## src/rtl/sm_alu_pkg.sv

```systemverilog
// Shared types and sign-magnitude helpers for the sequential ALU shifter.
// Helpers operate on a zero-extended wide vector so any operand width up to SM_MAX_W can use them.
package sm_alu_pkg;

    localparam int SM_MAX_W = 64;

    typedef enum logic [1:0] {
        IDLE  = 2'd0,
        SHIFT = 2'd1,
        DONE  = 2'd2
    } sm_shift_state_t;

    typedef enum logic {
        SH_LEFT  = 1'b0,
        SH_RIGHT = 1'b1
    } sm_shift_dir_t;

    // Sign bit of a w-bit sign-magnitude value held in the low bits of v.
    function automatic logic sm_sign(input logic [SM_MAX_W-1:0] v, input int w);
        return |(v & (SM_MAX_W'(1) << (w - 1)));
    endfunction

    // Magnitude field (bits w-2:0) of a w-bit sign-magnitude value.
    function automatic logic [SM_MAX_W-1:0] sm_mag(input logic [SM_MAX_W-1:0] v, input int w);
        return v & ((SM_MAX_W'(1) << (w - 1)) - SM_MAX_W'(1));
    endfunction

endpackage

```

## src/rtl/sm_seq_shifter.sv

```systemverilog
// Sequential sign-magnitude shifter: shifts |A| by |B| one bit per clock with a start/done handshake.
// Build option: define SM_SHIFT_SAT_EN to saturate the magnitude on left-shift overflow instead of wrapping.
module sm_seq_shifter
    import sm_alu_pkg::*;
#(
    parameter int N = 8
) (
    input  logic         i_clk,
    input  logic         i_rst,
    input  logic         i_start,
    input  logic         i_dir,
    input  logic [N-1:0] i_a,
    input  logic [N-1:0] i_b,
    output logic         o_busy,
    output logic         o_done,
    output logic [N-1:0] o_out,
    output logic         o_ERR,
    output logic         o_ovf
);

    localparam int MAG_W = N - 1;
    localparam int CNT_W = $clog2(N);

    sm_shift_state_t r_state;
    sm_shift_state_t w_next_state;

    logic             r_sign;
    logic [MAG_W-1:0] r_mag;
    sm_shift_dir_t    r_dir;
    logic [CNT_W-1:0] r_cnt;
    logic             r_ovf_acc;

    logic [N-1:0]     r_out;
    logic             r_err;
    logic             r_ovf;

    logic             w_a_sign;
    logic [MAG_W-1:0] w_a_mag;
    logic             w_b_sign;
    logic [MAG_W-1:0] w_b_mag;
    logic [CNT_W-1:0] w_cnt_init;
    logic [MAG_W-1:0] w_mag_step;
    logic             w_ovf_step;
    logic [MAG_W-1:0] w_mag_final;
    logic             w_accept;
    logic             w_last_step;

`ifdef SM_SHIFT_SAT_EN
    function automatic logic [MAG_W-1:0] sat_mag(input logic [MAG_W-1:0] m, input logic ovf);
        return ovf ? {MAG_W{1'b1}} : m;
    endfunction
`endif

    // Operand slicing and shift-count clamp
    assign w_a_sign = sm_sign(SM_MAX_W'(i_a), N);
    assign w_a_mag  = MAG_W'(sm_mag(SM_MAX_W'(i_a), N));
    assign w_b_sign = sm_sign(SM_MAX_W'(i_b), N);
    assign w_b_mag  = MAG_W'(sm_mag(SM_MAX_W'(i_b), N));

    always_comb begin
        w_cnt_init = CNT_W'(w_b_mag);
        if (w_b_mag >= MAG_W'(N - 1)) begin
            w_cnt_init = CNT_W'(N - 1);
        end
    end

    // One-bit step of the magnitude register
    always_comb begin
        w_mag_step = r_mag;
        w_ovf_step = r_ovf_acc;
        if (r_dir == SH_LEFT) begin
            w_mag_step = {r_mag[MAG_W-2:0], 1'b0};
            w_ovf_step = r_ovf_acc | r_mag[MAG_W-1];
        end else begin
            w_mag_step = {1'b0, r_mag[MAG_W-1:1]};
        end
    end

`ifdef SM_SHIFT_SAT_EN
    assign w_mag_final = sat_mag(w_mag_step, w_ovf_step);
`else
    assign w_mag_final = w_mag_step;
`endif

    assign w_accept    = (r_state == IDLE) && i_start;
    assign w_last_step = (r_state == SHIFT) && (r_cnt == CNT_W'(1));

    // Next-state logic
    always_comb begin
        w_next_state = r_state;
        unique case (r_state)
            IDLE: begin
                if (i_start) begin
                    if (w_b_sign || (w_cnt_init == '0)) begin
                        w_next_state = DONE;
                    end else begin
                        w_next_state = SHIFT;
                    end
                end
            end
            SHIFT: begin
                if (r_cnt == CNT_W'(1)) begin
                    w_next_state = DONE;
                end
            end
            DONE:    w_next_state = IDLE;
            default: w_next_state = IDLE;
        endcase
    end

    always_ff @(posedge i_clk or negedge i_rst) begin
        if (!i_rst) begin
            r_state <= IDLE;
        end else begin
            r_state <= w_next_state;
        end
    end

    // Working registers: operand latch and per-cycle shift
    always_ff @(posedge i_clk or negedge i_rst) begin
        if (!i_rst) begin
            r_sign    <= 1'b0;
            r_mag     <= '0;
            r_dir     <= SH_LEFT;
            r_cnt     <= '0;
            r_ovf_acc <= 1'b0;
        end else if (w_accept) begin
            r_sign    <= w_a_sign;
            r_mag     <= w_a_mag;
            r_dir     <= sm_shift_dir_t'(i_dir);
            r_cnt     <= w_cnt_init;
            r_ovf_acc <= 1'b0;
        end else if (r_state == SHIFT) begin
            r_mag     <= w_mag_step;
            r_ovf_acc <= w_ovf_step;
            r_cnt     <= r_cnt - CNT_W'(1);
        end
    end

    // Result registers load only on entry to DONE and hold otherwise
    always_ff @(posedge i_clk or negedge i_rst) begin
        if (!i_rst) begin
            r_out <= '0;
            r_err <= 1'b0;
            r_ovf <= 1'b0;
        end else if (w_accept && w_b_sign) begin
            r_out <= '0;
            r_err <= 1'b1;
            r_ovf <= 1'b0;
        end else if (w_accept && (w_cnt_init == '0)) begin
            r_out <= i_a;
            r_err <= 1'b0;
            r_ovf <= 1'b0;
        end else if (w_last_step) begin
            r_out <= {r_sign, w_mag_final};
            r_err <= 1'b0;
            r_ovf <= w_ovf_step;
        end
    end

    assign o_busy = (r_state != IDLE);
    assign o_done = (r_state == DONE);
    assign o_out  = r_out;
    assign o_ERR  = r_err;
    assign o_ovf  = r_ovf;

endmodule

```

## config.mk

```make
export PLATFORM = sky130hd
export DESIGN_NAME = sm_seq_shifter
export DESIGN_NICKNAME = d
export VERILOG_FILES = /design/src/rtl/sm_alu_pkg.sv /design/src/rtl/sm_seq_shifter.sv
export SDC_FILE = /design/constraint.sdc
export NUM_CORES = 1
export LEC_CHECK = 0
export BUFFER_PORTS_ARGS = -buffer_cell sky130_fd_sc_hd__buf_2
export CORE_MARGIN = 2
export CORE_UTILIZATION = 40
export CTS_CLUSTER_DIAMETER = 40
export DETAILED_ROUTE_END_ITERATION = 10
export MAX_ROUTING_LAYER = met4
export SLEW_MARGIN = 15
export SYNTH_ARGS = -nofsm -noshare
export SYNTH_HDL_FRONTEND = slang
export SYNTH_SLANG_ARGS = --single-unit
export TNS_END_PERCENT = 10
```

## constraint.sdc

```tcl
create_clock -name i_clk -period 1.7 [get_ports i_clk]
set_input_delay 0.34 -clock i_clk [delete_from_list [all_inputs] [get_ports i_clk]]
set_output_delay 0.34 -clock i_clk [all_outputs]
set_load 0.01 [all_outputs]
```

==> impl_metrics.csv, run 1 <==
group,metric,value,unit
power,p_total,2.53,mW
grt,antenna_found_initial,0,
final_layout,final_common_cell,"buf_2",
drt,via_per_inst,5.39,
power,vdd_drop_max,0.654,mV
synth,syn_nets,166,
floorplanning,chipWidth,61.7,um
timing,timing.hold.ws,0.220,ns
setup_path,crit_fanout,7,
grt,overflow,0,
job,maxCapViolations,0,
synth,synth_seq_cells,25,
setup_path,crit_type,"flop to primary output",
grt,globalRouteTotalUtil,20.6,%
floorplanning,core,3100,um2
drt,wl_per_cell,14.4,um
timing,slew_headroom,61.6,%
setup_path,rrSetupSlack,0.11,ns
drt,wirelength,3.26,mm
hold_path,hp-start,"i_dir",
final_layout,syn_to_final_growth,20.7,%
final_layout,num_antenna_cells,0,
clocking,h-tree-depth,1,
synth,syn_avg_cell_area,9.25,um2
clocking,numCtsBuffers,3,
placement,place_hpwl,2.46,mm
status,status,"completed",
setup_path,r2r_cells,3,
grt,grt_max_degree,26,
final_layout,design_area,1610,um2
placement,portBuffers,31,
drt,drtIter0Drc,88,
synth,synth_cell_types,31,
clocking,clock-sinks,25,
setup_path,reg2reg_to,"r_sign",
placement,gp_congestion,0.795,
drt,num_vias,1218,
synth,yosysWarningCount,0,
timing,drv_slew,0,
power,leakage,0.722,nW
drt,post-route-drc-count,0,
timing,grt_setup_unrepaired,"no",
floorplanning,io_pins,32,
timing,period_minus_slack,1.60,ns
setup_path,reg2reg_from,"r_state[1]",
synth,yosysSeqAreaShare,46.9,%
clocking,clockRootBuffer,"clkbuf_4",
clocking,insertion_delay,0.32,ns
timing,final-setup-viol-count,0,
floorplanning,dieArea,3810,um2
timing,finClkSkew,0.00565,ns
setup_path,critPathCaptureType,"primary output",
power,cellPowerDensity,1570,nW/um2
clocking,clk_pin_slew,0.14,ns
clocking,clockBufferDepth,2,
timing,tns,0,ns
setup_path,worstPathArrival,1.26,ns
final_layout,nets,205,
timing,fmax,624,MHz
drt,dr.pass1.iters,4,
grt,grt_first_pass_wirelength,5.64,mm
hold_path,min_path_cells,3,
clocking,cts_tree,"done",
setup_path,critPathRequiredTime,1.36,ns
synth,synth_cells,144,
placement,postPlaceCellArea,1570,um2
hold_path,min_path_type,"input pin to flop",
final_layout,mostFrequentLayoutCells,"31 x buf_2, 25 x dfrtp_1, 24 x nand3_1, 15 x nor2_1, 14 x nand2_1",
final_layout,fin_util,51.8,%
final_layout,drive_gt1_share,26.9,%
timing,worst_slew_pin_slew,0.576,ns
synth,synth_area,1330,um2
timing,hold_viol,0,
floorplanning,die_h,61.7,um
timing,post-route-period-util,94.3,%
floorplanning,rows,20,
drt,drtAntennaViolNets,0,
grt,grt_pass1_vias,1210,
setup_path,worstSetupStartpointType,"flop",
floorplanning,initial_core_util,42.9,%
hold_path,hold_path_end,"r_dir",
==> state kept, by name, indices dropped and copies added, names as in the netlist <==
| register | count |
|---|---|
| o_out | 8 |
| r_mag | 7 |
| r_cnt | 3 |
| r_state | 2 |
| o_ERR | 1 |
| o_ovf | 1 |
| r_dir | 1 |
| r_ovf_acc | 1 |
| r_sign | 1 |
==> metrics by stage <==
| stage | worst slack (ns) | cells |
|---|---|---|
| floorplan | 0.353 | 144 |
| global placement | 0.127 | 221 |
| detailed placement | 0.113 | 221 |
| CTS | 0.0848 | 226 |
| global route | 0.00461 | 226 |
| finish | 0.0977 | 226 |
==> cell type report <==
cell class                 instances  area [um2]
clock buffer                       4        26.3
tap                               44        55.1
multi-input combinational        108         653
timing repair buffer              41         233
fill                             314        1500
sequential                        25         626
inverter                           4        15.0
==> critical path, stage by stage (launching register included) <==
cell and delay [ns]:
dfrtp_1 0.49, or2_2 0.32, buf_2 0.14
==> Yosys cell counts <==
| cell | number | area (um2) |
|---|---|---|
| buf_4 | 2 | 15.0 |
| a31o_1 | 1 | 8.76 |
| a222oi_1 | 1 | 10.0 |
| and4bb_2 | 1 | 12.5 |
| nor2b_1 | 3 | 18.8 |
| o21ai_1 | 8 | 40.0 |
| clkbuf_1 | 1 | 3.75 |
| a32oi_1 | 3 | 26.3 |
| a22oi_1 | 1 | 7.51 |
| nand2b_1 | 1 | 6.26 |
| buf_2 | 4 | 20.0 |
| nand4bb_1 | 1 | 11.3 |
| and2_1 | 1 | 6.26 |
| and2b_1 | 1 | 7.51 |
| nor3_1 | 1 | 5.00 |
| xnor2_1 | 2 | 17.5 |
| or2_2 | 1 | 6.26 |
| dfrtp_1 | 25 | 626 |
| mux2_1 | 1 | 11.3 |
| nor4_4 | 1 | 21.3 |
| nand2_1 | 14 | 52.6 |
| nor2_2 | 2 | 12.5 |
| nor3b_4 | 1 | 18.8 |
| nand3_1 | 24 | 120 |
| a21oi_1 | 13 | 65.1 |
| ha_1 | 2 | 25.0 |
| nor2_1 | 15 | 56.3 |
| mux2i_1 | 5 | 50.1 |
| o22a_1 | 3 | 26.3 |
| a32o_1 | 1 | 10.0 |
| inv_1 | 4 | 15.0 |
==> timing repair <==
| action | 4_1_cts | 5_1_grt |
|---|---|---|
| endpoints found under the setup margin | 0 | 4 |
| hold endpoints to repair | 13 | 0 |
| resized for setup | 0 | 0 |
| buffers inserted | 0 | 0 |
| hold buffers | 1 | 0 |
==> where the power goes <==
group / total, mW / leakage (nW) / switching [mW] / internal [mW]
Combinational: 1.14 / 0.416 / 0.598 / 0.538
Sequential: 1.12 / 0.291 / 0.267 / 0.854
Clock: 0.272 / 0.0150 / 0.181 / 0.0919
==> routing by layer <==
metal / vias to the layer above / wire (um) / part of all wire [%] / global-route usage [%]
li1: 591 / - / - / -
met1: 581 / 1510 / 46 / 28.5
met2: 41 / 1510 / 46 / 31.3
met3: 5 / 198 / 6.1 / 3.11
met4: 0 / 39 / 1.2 / 6.38
met5: - / 0 / 0 / -
==> how the worst max path moves through the flow <==
| stage | startpoint | endpoint | depth (start not counted) |
|---|---|---|---|
| 5_1_grt | r_state[1] | o_out[5] | 5 |
| 4_1_cts | r_state[0] | o_busy | 2 |
| 3_3_place_gp | r_state[0] | r_mag[6] | 4 |
| 6_report | r_state[0] | o_busy | 2 |
| 2_1_floorplan | r_state[0] | r_cnt[0] | 4 |
| 3_5_place_dp | r_state[0] | r_sign | 3 |
==> cell families (layout without fill, tap and decap cells) <==
kind of cell    count (synthesis)  in the layout  synth area share [%]
simple gates                   67             67                  26.7
compound gates                 31             31                  14.6
flops                          25             25                  46.9
buf+inv                        11             49                  4.04
mux                             6              6                  4.60
fa+ha+maj                       2              2                  1.88
xor+xnor                        2              2                  1.31
Power figures use the tool's default switching activity.
==> inputs of run 2 (changes only) <==
--- a/config.mk
+++ b/config.mk
@@ -10,7 +10,7 @@
 export CORE_UTILIZATION = 40
 export CTS_CLUSTER_DIAMETER = 40
 export DETAILED_ROUTE_END_ITERATION = 10
-export MAX_ROUTING_LAYER = met4
+export PLACE_DENSITY = 0.66
 export SLEW_MARGIN = 15
 export SYNTH_ARGS = -nofsm -noshare
 export SYNTH_HDL_FRONTEND = slang
==> run 2 against run 1 <==
  * The flow now finishes with violations (hold timing)
  * Global-route usage down 1.5 points
  * First-iteration DRC count fell by 45%
  * Via count decreased by 3.0%
  * Setup slack improved by 0.0066 ns
  * Clock power barely moved
  * Largest power group is now registers
  * Highest routed layer unchanged
==> impl_metrics.csv, run 2 (synthesis gave the netlist of run 1 again) <==
group,metric,value,unit
timing,fmax,627,MHz
timing,timing.hold.ws,-0.0125,ns
grt,grt_first_pass_wirelength,5.32,mm
clocking,cts_tree,"done",
placement,place_inst,216,
drt,drtIter0Drc,48,
drt,num_vias,1182,
setup_path,crit_start,"r_state[0]",
floorplanning,core,3100,um2
setup_path,reg2reg_to,"o_out[7]",
placement,gp_congestion,0.800,
placement,portBuffers,31,
setup_path,worstSetupStartpointType,"flop",
drt,wirelength,3.19,mm
setup_path,endpoint,"o_busy",
timing,hold_viol,25,
grt,antenna_found_initial,0,
clocking,clockBufferDepth,2,
final_layout,fin_cells,220,
power,leakage,0.698,nW
setup_path,rrSetupSlack,0.20,ns
clocking,h-tree-depth,1,
grt,grt_pass1_vias,1109,
clocking,clk_pin_slew,0.14,ns
timing,post-route-period-util,93.9,%
job,maxCapViolations,0,
setup_path,reg2reg_from,"r_cnt[1]",
final_layout,design_area,1570,um2
timing,worst_slew_pin_slew,0.562,ns
drt,via_per_inst,5.37,
final_layout,drive_gt1_share,25.0,%
floorplanning,chipWidth,61.7,um
final_layout,num_antenna_cells,0,
status,violations,"hold timing",
floorplanning,die_h,61.7,um
timing,finClkSkew,0.00847,ns
final_layout,largest_register_ffs,8,
status,status,"finished with violations",
timing,final-setup-viol-count,0,
setup_path,crit_type,"flop to primary output",
grt,globalRouteTotalUtil,19.1,%
final_layout,nets,199,
placement,postPlaceCellArea,1550,um2
power,vdd_drop_max,0.646,mV
timing,slew_headroom,62.5,%
clocking,clock-sinks,25,
setup_path,r2r_cells,6,
setup_path,worstPathArrival,1.26,ns
drt,dr.pass1.iters,4,
final_layout,final_common_cell,"buf_2",
drt,wl_per_cell,14.5,um
setup_path,crit_fanout,7,
clocking,numCtsBuffers,3,
hold_path,min_path_type,"input pin to asynchronous set/reset pin",
drt,post-route-drc-count,0,
grt,grt_max_degree,27,
final_layout,fill_cells,320,
clocking,insertion_delay,0.33,ns
placement,place_hpwl,2.35,mm
timing,drv_slew,0,
drt,drtAntennaViolNets,0,
timing,tns,0,ns
setup_path,critPathCaptureType,"primary output",
clocking,cts_resized,0,
setup_path,critPathRequiredTime,1.36,ns
final_layout,syn_to_final_growth,18.0,%
floorplanning,io_pins,32,
floorplanning,dieArea,3810,um2
timing,period_minus_slack,1.60,ns
power,cellPowerDensity,1610,nW/um2
clocking,clockRootBuffer,"clkbuf_4",
grt,overflow,0,
clocking,postCtsSetupRepairBufs,0,
floorplanning,rows,20,
final_layout,mostFrequentLayoutCells,"31 x buf_2, 25 x dfrtp_1, 24 x nand3_1, 15 x nor2_1, 14 x nand2_1",
clocking,hold_buffers,0,
floorplanning,initial_core_util,42.9,%
timing,grt_setup_unrepaired,"no",
-- run 2: critical path, cell delays in order, from the launching register on --
cell,delay [ns]
dfrtp_1,0.49
or2_2,0.31
buf_2,0.14
-- run 2: worst min-delay path by stage --
stage / cells after the start / start / endpoint / slack [ns]
after floorplan: 0 / i_rst / o_ERR / 0.04
after global placement: 1 / i_rst / r_ovf_acc / 0.36
after detailed placement: 1 / i_rst / r_sign / 0.37
after CTS: 1 / i_rst / r_dir / 0.005
after global routing: 1 / i_rst / r_mag[4] / 0.01
final: 1 / i_rst / r_mag[3] / -0.01
-- run 2: layer usage --
metal,vias to the layer above,part of all wire (%),wire length (um),track usage (%)
li1,579,-,-,-
met1,565,46,1470,27.7
met2,34,48,1540,29.5
met3,4,4.8,153,2.69
met4,0,0.97,31,6.38
met5,-,0,0,0
-- run 2: cell type report --
| class | count | area [um2] | share of cell area, % |
|---|---|---|---|
| well taps | 44 | 55.1 | 3.50 |
| multi-input cells | 108 | 653 | 41.5 |
| inverters | 4 | 15.0 | 0.955 |
| flip-flops and latches | 25 | 626 | 39.8 |
| clock buffers | 4 | 26.3 | 1.67 |
| repair buffers | 35 | 198 | 12.6 |
-- run 2: where the power goes --
group          internal, mW  leakage [nW]  switching [mW]  total [mW]
clock                0.0920        0.0150           0.182       0.274
sequential            0.854         0.291           0.280        1.13
combinational         0.524         0.392           0.593        1.12
total                  1.47         0.698            1.05        2.52
-- run 2: through the flow --
step	total power, mW	hold slack [ns]	worst slack, ns	util (%)
final	2.52	-0.0125	0.104	50.7
after global routing	2.75	0.0137	0.0392	50.7
after CTS	2.53	0.00536	0.0988	50.7
after detailed placement	2.26	0.371	0.174	49.8
after global placement	2.23	0.363	0.216	49.8
after floorplan	1.88	0.0444	0.353	-
==> inputs of run 3 (changes only) <==
--- a/config.mk
+++ b/config.mk
@@ -7,10 +7,10 @@
 export LEC_CHECK = 0
 export BUFFER_PORTS_ARGS = -buffer_cell sky130_fd_sc_hd__buf_2
 export CORE_MARGIN = 2
-export CORE_UTILIZATION = 40
+export CORE_UTILIZATION = 32
 export CTS_CLUSTER_DIAMETER = 40
 export DETAILED_ROUTE_END_ITERATION = 10
-export PLACE_DENSITY = 0.66
+export PLACE_DENSITY = 0.55
 export SLEW_MARGIN = 15
 export SYNTH_ARGS = -nofsm -noshare
 export SYNTH_HDL_FRONTEND = slang
==> run 3 against run 2 <==
  * The run now ends clean
  * Highest routed layer unchanged
  * Critical endpoint unchanged
  * Setup slack better by 0.074 ns
  * Critical path depth stayed put
  * First-iteration DRC count is 4.2% higher
  * Fmax is 4.8% higher
  * Routed wire length is 1.6% higher
  * Design area is 1.7% higher
  * Register-to-register slack hardly changed
  * Clock-buffer cell count stayed put
==> impl_metrics.csv, run 3 (synthesis gave the netlist of run 1 again) <==
group,metric,value,unit
status,status,"completed",
grt,overflow,0,
timing,grt_setup_unrepaired,"no",
floorplanning,initial_core_util,33.3,%
drt,via_per_inst,4.98,
final_layout,syn_to_final_growth,20.0,%
placement,gp_congestion,0.848,
timing,finClkSkew,0.00191,ns
placement,portBuffers,31,
timing,slew_headroom,62.8,%
setup_path,critPathRequiredTime,1.36,ns
setup_path,crit_start,"r_state[0]",
clocking,numCtsBuffers,3,
floorplanning,dieArea,4700,um2
power,cellPowerDensity,1620,nW/um2
timing,post-route-period-util,89.5,%
setup_path,crit_fanout,7,
floorplanning,io_pins,32,
timing,fmax,657,MHz
power,leakage,0.705,nW
setup_path,endpoint,"o_busy",
clocking,clockRootBuffer,"clkbuf_8",
timing,tns,0,ns
clocking,clock-sinks,25,
setup_path,crit_cells,2,
placement,place_hpwl,2.38,mm
final_layout,largest_register_ffs,8,
clocking,cts_tree,"done",
clocking,insertion_delay,0.26,ns
drt,wl_per_cell,14.3,um
drt,drtIter0Drc,50,
final_layout,final_common_cell,"buf_2",
clocking,postCtsSetupRepairBufs,0,
setup_path,reg2reg_from,"r_state[0]",
setup_path,worstPathArrival,1.18,ns
setup_path,rrSetupSlack,0.20,ns
floorplanning,die_h,68.5,um
setup_path,critical_path_buf_inv_count,1,
setup_path,r2r_cells,6,
timing,period_minus_slack,1.52,ns
final_layout,design_area,1600,um2
placement,place_ws,0.177,ns
hold_path,min_path_type,"input pin to asynchronous set/reset pin",
setup_path,cp_top_family,"flip-flops",
final_layout,nets,199,
final_layout,mostFrequentLayoutCells,"31 x buf_2, 25 x dfrtp_1, 24 x nand3_1, 15 x nor2_1, 14 x nand2_1",
timing,worst_slew_pin_slew,0.559,ns
floorplanning,core,4000,um2
grt,grt_max_degree,27,
power,vdd_drop_max,0.679,mV
floorplanning,chipWidth,68.5,um
setup_path,cp_slowest_cell,"dfrtp_1",
setup_path,critPathCaptureType,"primary output",
setup_path,worstSetupStartpointType,"flop",
floorplanning,rows,23,
final_layout,drive_gt1_share,25.0,%
placement,postPlaceCellArea,1550,um2
drt,post-route-drc-count,0,
clocking,hold_buffers,0,
setup_path,reg2reg_to,"o_out[6]",
clocking,clk_pin_slew,0.08,ns
grt,antenna_found_initial,0,
drt,drtAntennaViolNets,0,
setup_path,crit_path_max_incr_delay,0.47,ns
grt,grt_first_pass_wirelength,5.51,mm
final_layout,num_antenna_cells,0,
drt,wirelength,3.24,mm
timing,final-setup-viol-count,0,
grt,globalRouteTotalUtil,15.7,%
job,maxCapViolations,0,
timing,setup_slack,0.178,ns
setup_path,crit_type,"flop to primary output",
drt,num_vias,1126,
timing,hold_viol,0,
grt,grt_pass1_vias,1136,
timing,drv_slew,0,
drt,dr.pass1.iters,4,
clocking,cts_resized,0,
clocking,clockBufferDepth,2,
clocking,h-tree-depth,1,
setup_path,worstPathCellList,"or2_2, buf_2",
-- run 3: how the worst min path moves through the flow --
| stage | start | endpoint | slack [ns] |
|---|---|---|---|
| global route | i_rst | o_out[1] | 0.10 |
| global placement | i_rst | r_mag[2] | 0.36 |
| finish | i_rst | o_out[1] | 0.06 |
| CTS | i_rst | r_sign | 0.08 |
| floorplan | i_rst | o_ERR | 0.04 |
| detailed placement | i_rst | o_out[1] | 0.37 |
-- run 3: final cells by class --
type | count | area (um2)
multi-input combinational | 108 | 653
timing repair buffer | 35 | 198
fill | 422 | 2400
clock buffer | 4 | 45.0
sequential | 25 | 626
tap | 50 | 62.6
inverter | 4 | 15.0
-- run 3: where the power goes --
part	internal, mW	switching, mW	leakage [nW]
combinational	0.524	0.593	0.392
sequential	0.856	0.274	0.291
clock	0.167	0.178	0.0228
total	1.55	1.05	0.705
-- run 3: through the flow --
step	hold WS (ns)	instances	total power, mW	util (%)
6_report	0.0591	226	2.59	40.0
5_1_grt	0.105	226	2.82	40.0
4_1_cts	0.0763	226	2.62	40.0
3_5_place_dp	0.366	222	2.26	38.8
3_3_place_gp	0.364	222	2.23	38.8
2_1_floorplan	0.0444	144	1.88	-
-- run 3: layer usage --
| metal | GRT usage (%) | routed length [um] | share of wire (%) | vias up |
|---|---|---|---|---|
| met5 | 0 | 0 | 0 | - |
| met4 | 3.00 | 21 | 0.65 | 0 |
| met3 | 2.60 | 134 | 4.1 | 2 |
| met2 | 24.8 | 1490 | 46 | 23 |
| met1 | 22.8 | 1600 | 49 | 526 |
| li1 | - | - | - | 575 |
